<file path="src/rtl/cphy_esc_pkg.sv">
// Shared definitions for the C-PHY escape-mode receive path:
// entry command codes and the decoder state encoding.
package cphy_esc_pkg;

  localparam logic [7:0] ESC_CMD_LPDT     = 8'hE1;
  localparam logic [7:0] ESC_CMD_ULPS     = 8'h1E;
  localparam logic [7:0] ESC_CMD_RST_TRIG = 8'h62;
  localparam logic [7:0] ESC_CMD_TRIG1    = 8'h5D;
  localparam logic [7:0] ESC_CMD_TRIG2    = 8'h21;
  localparam logic [7:0] ESC_CMD_TRIG3    = 8'hA0;

  typedef enum logic [2:0] {
    ESC_IDLE = 3'd0,
    ESC_CMD  = 3'd1,
    ESC_LPDT = 3'd2,
    ESC_ULPS = 3'd3,
    ESC_WAIT = 3'd4
  } esc_state_t;

endpackage

</file>
<file path="src/rtl/esc_shift_reg.sv">
// Serial-to-parallel shifter shared by command and LPDT payload capture.
// Direction is selectable per bit (MSB-first for commands, LSB-first for
// payload). The counter wraps after DATA_W bits and raises `full` for the
// cycle following the last bit.
module esc_shift_reg #(
  parameter int DATA_W = 8,
  parameter int CNT_W  = $clog2(DATA_W)
) (
  input  logic              clk,
  input  logic              rst,
  input  logic              start,
  input  logic              shift,
  input  logic              clear,
  input  logic              msbFirst,
  input  logic              bitIn,
  output logic [DATA_W-1:0] data,
  output logic [CNT_W-1:0]  count,
  output logic              full
);

  function automatic logic [DATA_W-1:0] shiftIn(input logic [DATA_W-1:0] cur,
                                                input logic b,
                                                input logic msb);
    if (msb) return {cur[DATA_W-2:0], b};
    else     return {b, cur[DATA_W-1:1]};
  endfunction

  // Bit counter and full flag; start loads the first bit of a new field.
  always_ff @(posedge clk) begin
    if (rst || clear) begin
      count <= '0;
      full  <= 1'b0;
    end else if (start) begin
      count <= CNT_W'(1);
      full  <= 1'b0;
    end else if (shift) begin
      if (count == CNT_W'(DATA_W - 1)) begin
        count <= '0;
        full  <= 1'b1;
      end else begin
        count <= count + 1'b1;
        full  <= 1'b0;
      end
    end
  end

  // Data register carries no reset; only bits counted by `count` are meaningful.
  always_ff @(posedge clk) begin
    if (start || shift) data <= shiftIn(data, bitIn, msbFirst);
  end

endmodule

</file>
<file path="src/rtl/escape_rx_decoder.sv">
// Escape-mode receive decoder: captures the entry command, then delivers
// LPDT bytes, the ULPS state and trigger events to the PPI.
// Optional feature macro: ESC_TRIGGER_EN (trigger command decoding).
// The single shared shifter assumes CMD_W == DATA_W.
module escape_rx_decoder
  import cphy_esc_pkg::*;
#(
  parameter int CMD_W  = 8,
  parameter int DATA_W = 8
) (
  input  logic              RxClkEsc,
  input  logic              Rst,
  input  logic              En,
  input  logic              A,
  output logic [DATA_W-1:0] RxDataEsc,
  output logic              RxValidEsc,
  output logic              RxLpdtEsc,
  output logic              RxUlpsEsc,
  output logic [3:0]        RxTriggerEsc,
  output logic              ErrEsc,
  output logic              ErrSyncEsc
);

  localparam int CNT_W = $clog2(DATA_W);

  esc_state_t          state, nextState;
  logic                shStart, shShift, shClear, shMsbFirst, shFull;
  logic [DATA_W-1:0]   shData;
  logic [CNT_W-1:0]    shCount;
  logic [CMD_W-1:0]    cmd;
  logic                cmdErr;
`ifdef ESC_TRIGGER_EN
  logic [3:0]          cmdTrig;
  logic [3:0]          trigReg;
`endif

  assign cmd = shData[CMD_W-1:0];

  esc_shift_reg #(.DATA_W(DATA_W)) shifter (
    .clk      (RxClkEsc),
    .rst      (Rst),
    .start    (shStart),
    .shift    (shShift),
    .clear    (shClear),
    .msbFirst (shMsbFirst),
    .bitIn    (A),
    .data     (shData),
    .count    (shCount),
    .full     (shFull)
  );

  // Next-state, shifter control and command decode; En=0 always wins.
  always_comb begin
    nextState  = state;
    shStart    = 1'b0;
    shShift    = 1'b0;
    shClear    = 1'b0;
    shMsbFirst = 1'b1;
    cmdErr     = 1'b0;
`ifdef ESC_TRIGGER_EN
    cmdTrig    = 4'b0000;
`endif
    case (state)
      ESC_IDLE: begin
        if (En) begin
          nextState = ESC_CMD;
          shStart   = 1'b1;
        end
      end
      ESC_CMD: begin
        if (!En) begin
          nextState = ESC_IDLE;
          shClear   = 1'b1;
        end else if (shFull) begin
          // Decode edge; an LPDT entry also captures the first payload bit.
          shClear   = 1'b1;
          nextState = ESC_WAIT;
          case (cmd)
            ESC_CMD_LPDT: begin
              nextState  = ESC_LPDT;
              shClear    = 1'b0;
              shStart    = 1'b1;
              shMsbFirst = 1'b0;
            end
            ESC_CMD_ULPS:     nextState = ESC_ULPS;
`ifdef ESC_TRIGGER_EN
            ESC_CMD_RST_TRIG: cmdTrig = 4'b0001;
            ESC_CMD_TRIG1:    cmdTrig = 4'b0010;
            ESC_CMD_TRIG2:    cmdTrig = 4'b0100;
            ESC_CMD_TRIG3:    cmdTrig = 4'b1000;
`endif
            default:          cmdErr = 1'b1;
          endcase
        end else begin
          shShift = 1'b1;
        end
      end
      ESC_LPDT: begin
        shMsbFirst = 1'b0;
        if (!En) begin
          nextState = ESC_IDLE;
          shClear   = 1'b1;
        end else begin
          shShift = 1'b1;
        end
      end
      ESC_ULPS, ESC_WAIT: begin
        if (!En) begin
          nextState = ESC_IDLE;
          shClear   = 1'b1;
        end
      end
      default: begin
        nextState = ESC_IDLE;
        shClear   = 1'b1;
      end
    endcase
  end

  // State and registered PPI outputs; pulses default low every cycle.
  always_ff @(posedge RxClkEsc) begin
    if (Rst) begin
      state      <= ESC_IDLE;
      RxDataEsc  <= '0;
      RxValidEsc <= 1'b0;
      RxLpdtEsc  <= 1'b0;
      RxUlpsEsc  <= 1'b0;
      ErrEsc     <= 1'b0;
      ErrSyncEsc <= 1'b0;
    end else begin
      state      <= nextState;
      RxLpdtEsc  <= (nextState == ESC_LPDT);
      RxUlpsEsc  <= (nextState == ESC_ULPS);
      ErrEsc     <= cmdErr;
      ErrSyncEsc <= (state == ESC_LPDT) && !En && (shCount != '0);
      RxValidEsc <= 1'b0;
      // A completed byte is delivered even if En drops on this edge.
      if (state == ESC_LPDT && shFull) begin
        RxDataEsc  <= shData;
        RxValidEsc <= 1'b1;
      end
    end
  end

`ifdef ESC_TRIGGER_EN
  // One-cycle trigger pulse registered from the decode edge.
  always_ff @(posedge RxClkEsc) begin
    if (Rst) trigReg <= 4'b0000;
    else     trigReg <= cmdTrig;
  end
  assign RxTriggerEsc = trigReg;
`else
  assign RxTriggerEsc = 4'b0000;
`endif

endmodule

</file>
<file path="config.mk">
export PLATFORM = sky130hd
export DESIGN_NAME = escape_rx_decoder
export DESIGN_NICKNAME = d
export VERILOG_FILES = /design/src/rtl/cphy_esc_pkg.sv /design/src/rtl/esc_shift_reg.sv /design/src/rtl/escape_rx_decoder.sv
export SDC_FILE = /design/constraint.sdc
export NUM_CORES = 1
export LEC_CHECK = 0
export CELL_PAD_IN_SITES_DETAIL_PLACEMENT = 1
export CELL_PAD_IN_SITES_GLOBAL_PLACEMENT = 2
export CORE_ASPECT_RATIO = 1.5
export CORE_MARGIN = 8
export CORE_UTILIZATION = 29
export DETAILED_ROUTE_END_ITERATION = 10
export PLACE_DENSITY = 0.81
export SETUP_SLACK_MARGIN = 0.5
export SYNTH_ARGS = -nofsm -noshare
export SYNTH_HDL_FRONTEND = slang
export SYNTH_SLANG_ARGS = --single-unit
</file>
<file path="constraint.sdc">
create_clock -name RxClkEsc -period 1.8 [get_ports RxClkEsc]
set_input_delay 0.45 -clock RxClkEsc [delete_from_list [all_inputs] [get_ports RxClkEsc]]
set_output_delay 0.45 -clock RxClkEsc [all_outputs]
set_load 0.01 [all_outputs]
</file>
==> key figures, run 1 <==
Status
  – Status: finished clean

Job
  – Maximum capacitance violations: 0

Critical path
  – Cell Chain, Critical Path: nor4b_4, and4_4, or2_4, mux2_4
  – Crit-path max cell delay: 440 ps
  – CP Capture Type: register
  – WP data arrival: 1800 ps
  – Startpoint Class: register
  – Crit-path max FO: 4
  – Crit path required time: 1830 ps
  – Slowest cell on the critical path: edfxtp_1
  – CP Buf/Inv Count: 0
  – Critical path class: register to register
  – Crit-path leading delay family: simple AND/OR/NAND/NOR gates

STA
  – Setup_tns: 0 ps
  – Final WS setup: 38.8 ps
  – Final setup viols: 0
  – Unrepaired setup endpoints after global routing: true
  – Fmax: 0.568 GHz
  – Hold slack: 467 ps
  – Final Hold Vio Count: 0
  – Post-Route Skew: 5.07 ps
  – Final period util: 97.8%
  – Fin crit period: 1760 ps
  – Slew Limit Fails: 0

Logic synthesis
  – Synthesized area: 1360 um^2
  – Syn. warnings: 0
  – Post-synthesis sequential area ratio: 47.1%
  – FF+latch count, synth: 28
  – EDFF count, synth: 8
  – Netlist cell types: 39
  – Asr flop ratio synth: 0%
  – Post-synthesis instance total: 141
  – Syn Area/Cell: 9.65 um^2
  – Ys flop type: dfxtp_1

Global route
  – Vias in the first global route: 1,268
  – Tot GR Track Use: 10.7%
  – Total grt overflow: 0
  – Global-route wire length before repair: 6100 um
  – Largest net degree at the start of global routing: 17
  – Initial antenna violation count: 0

Layout
  – Layout Nets: 193
  – Layout Cells excl Fill: 233
  – Most frequent cells in the layout: 22 x nand2_1, 22 x buf_4, 11 x a21oi_2
  – Antenna Cells: 0
  – Area grow syn2layout: 46.6%
  – # fillers: 517
  – Layout cells sized above 1: 56.2%

CTS
  – Clock-pin slew on the worst setup and hold paths: 100 ps
  – CTS tree: done
  – Clock Sinks: 28
  – CTS root buf: clkbuf_8
  – Worst-Skew Late Latency: 280 ps
  – Clock buffer depth: 2
  – CTS HTree Levels: 1
  – Number of buffers created by CTS: 3

Power and ir drop
  – Worst vdd ir: 344 uV
  – P_leak: 0.849 nW
  – Power Dens Cells: 624 nW/um^2

Routing
  – # DRC: 0
  – Routed WL: 3980 um
  – Initial DRC count: 31
  – Post-DR vias/cell: 5.06
  – Detail Route Antenna Nets: 0
  – WL/cell: 17.1 um
  – First-pass iteration count of the detailed router: 4
  – Vias: 1,178

Placement
  – I/O Buffers: 16
  – DP Cell Count: 217
  – DP HPWL: 2690 um
  – Worst slack, placed: -232 ps
  – RePlAce Congestion: 0.837

Floorplanning
  – Initial Utilization: 30.2%
  – IO Pins: 21
  – Die area: 7180 um^2
  – Width of the die: 71.9 um
  – DIE HEIGHT: 99.9 um
  – Row cnt: 30
  – Core ar.: 4500 um^2

Hold path
  – Hold Crit Class: register to register
where the power goes:
part           switching, mW  leakage, nW  internal, mW
clock                  0.200       0.0339         0.242
combinational         0.0659        0.570        0.0618
sequential            0.0121        0.245         0.662
through the flow:
| step | area [um^2] | power, mW | utilization, % |
|---|---|---|---|
| after CTS | 1940 | 1.24 | 43.1 |
| after global routing | 1990 | 1.30 | 44.3 |
| after detailed placement | 1690 | 0.790 | 37.5 |
| after floorplan | 1400 | 0.748 | - |
| final | 1990 | 1.24 | 44.3 |
| after global placement | 1690 | 0.785 | 37.5 |
state kept, by name (all words and copies together) (netlist names):
name and cells:
RxLpdtEsc 1, shifter.full 1, shifter.count 3, RxDataEsc 8, state 3, shifter.data 8
RxValidEsc 1, ErrSyncEsc 1, ErrEsc 1, RxUlpsEsc 1
worst min-delay path, delay by kind of cell (launching register included):
| family | cells | cell delay [ps] |
|---|---|---|
| flops | 1 | 330 |
| simple gates | 1 | 60 |
| compound gates | 1 | 50 |
cell usage after synthesis (all sizes together) (3+ instances only):
| cell type | n | area (um^2) |
|---|---|---|
| nor2 | 5 | 18.8 |
| nor2b | 5 | 31.3 |
| buf | 9 | 66.3 |
| nand2b | 4 | 25.0 |
| o21ai | 4 | 20.0 |
| edfxtp | 8 | 240 |
| ha | 3 | 37.5 |
| a21oi | 13 | 65.1 |
| mux2 | 4 | 60.1 |
| inv | 3 | 11.3 |
| dfxtp | 20 | 400 |
| mux2i | 3 | 30.0 |
| nand2 | 33 | 124 |
cell type report:
class                      instances  area, um^2  share of cell area, %
multi-input combinational        103         840                   42.1
sequential                        28         653                   32.8
timing repair buffer              47         363                   18.2
clock buffer                       4        66.3                   3.33
tap                               48        60.1                   3.01
inverter                           3        11.3                  0.565
metal layers:
layer | part of all wire, % | routed length, um | global-route usage (%) | up-vias
met5 | 0 | 0 | 0 | -
met4 | 2.0 | 79 | 4.11 | 0
met3 | 2.5 | 98 | 1.80 | 9
met2 | 62 | 2470 | 21.8 | 23
met1 | 34 | 1330 | 9.88 | 582
li1 | - | - | - | 564
cells by family after synthesis:
logic type	Yosys count	synth area share, %
and+or+nand+nor	63	25.5
adders and majority gates	3	2.76
DFF	28	47.1
buffers and inverters	13	5.98
AOI/OAI and AO/OA	26	11.8
muxes	7	6.62
other	1	0.276
what timing repair did:
action,4_1_cts,5_1_grt
pin swaps,17,7
hold buffers,0,0
setup buffers,8,4
setup endpoints to repair,49,47
resized for setup,81,33
path summary, 6_finish.rpt:
path / startpoint / endpoint / slack (ps) / cells after the start
min reg2reg: RxDataEsc[0] / RxDataEsc[0] / 470 / 2
max: shifter.data[3] / shifter.data[4] / 40 / 4
min: RxDataEsc[0] / RxDataEsc[0] / 470 / 2
max reg2reg: shifter.data[3] / shifter.data[4] / 40 / 4
Note: power is estimated with default switching activity, not from simulation.
==> run 2, diff against run 1 <==
--- a/config.mk
+++ b/config.mk
@@ -5,6 +5,7 @@
 export SDC_FILE = /design/constraint.sdc
 export NUM_CORES = 1
 export LEC_CHECK = 0
+export ABC_CLOCK_PERIOD_IN_PS = 1800
 export CELL_PAD_IN_SITES_DETAIL_PLACEMENT = 1
 export CELL_PAD_IN_SITES_GLOBAL_PLACEMENT = 2
 export CORE_ASPECT_RATIO = 1.5
==> results of run 2 <==
No change in the layout: final DEF, timing and power equal those of run 1.
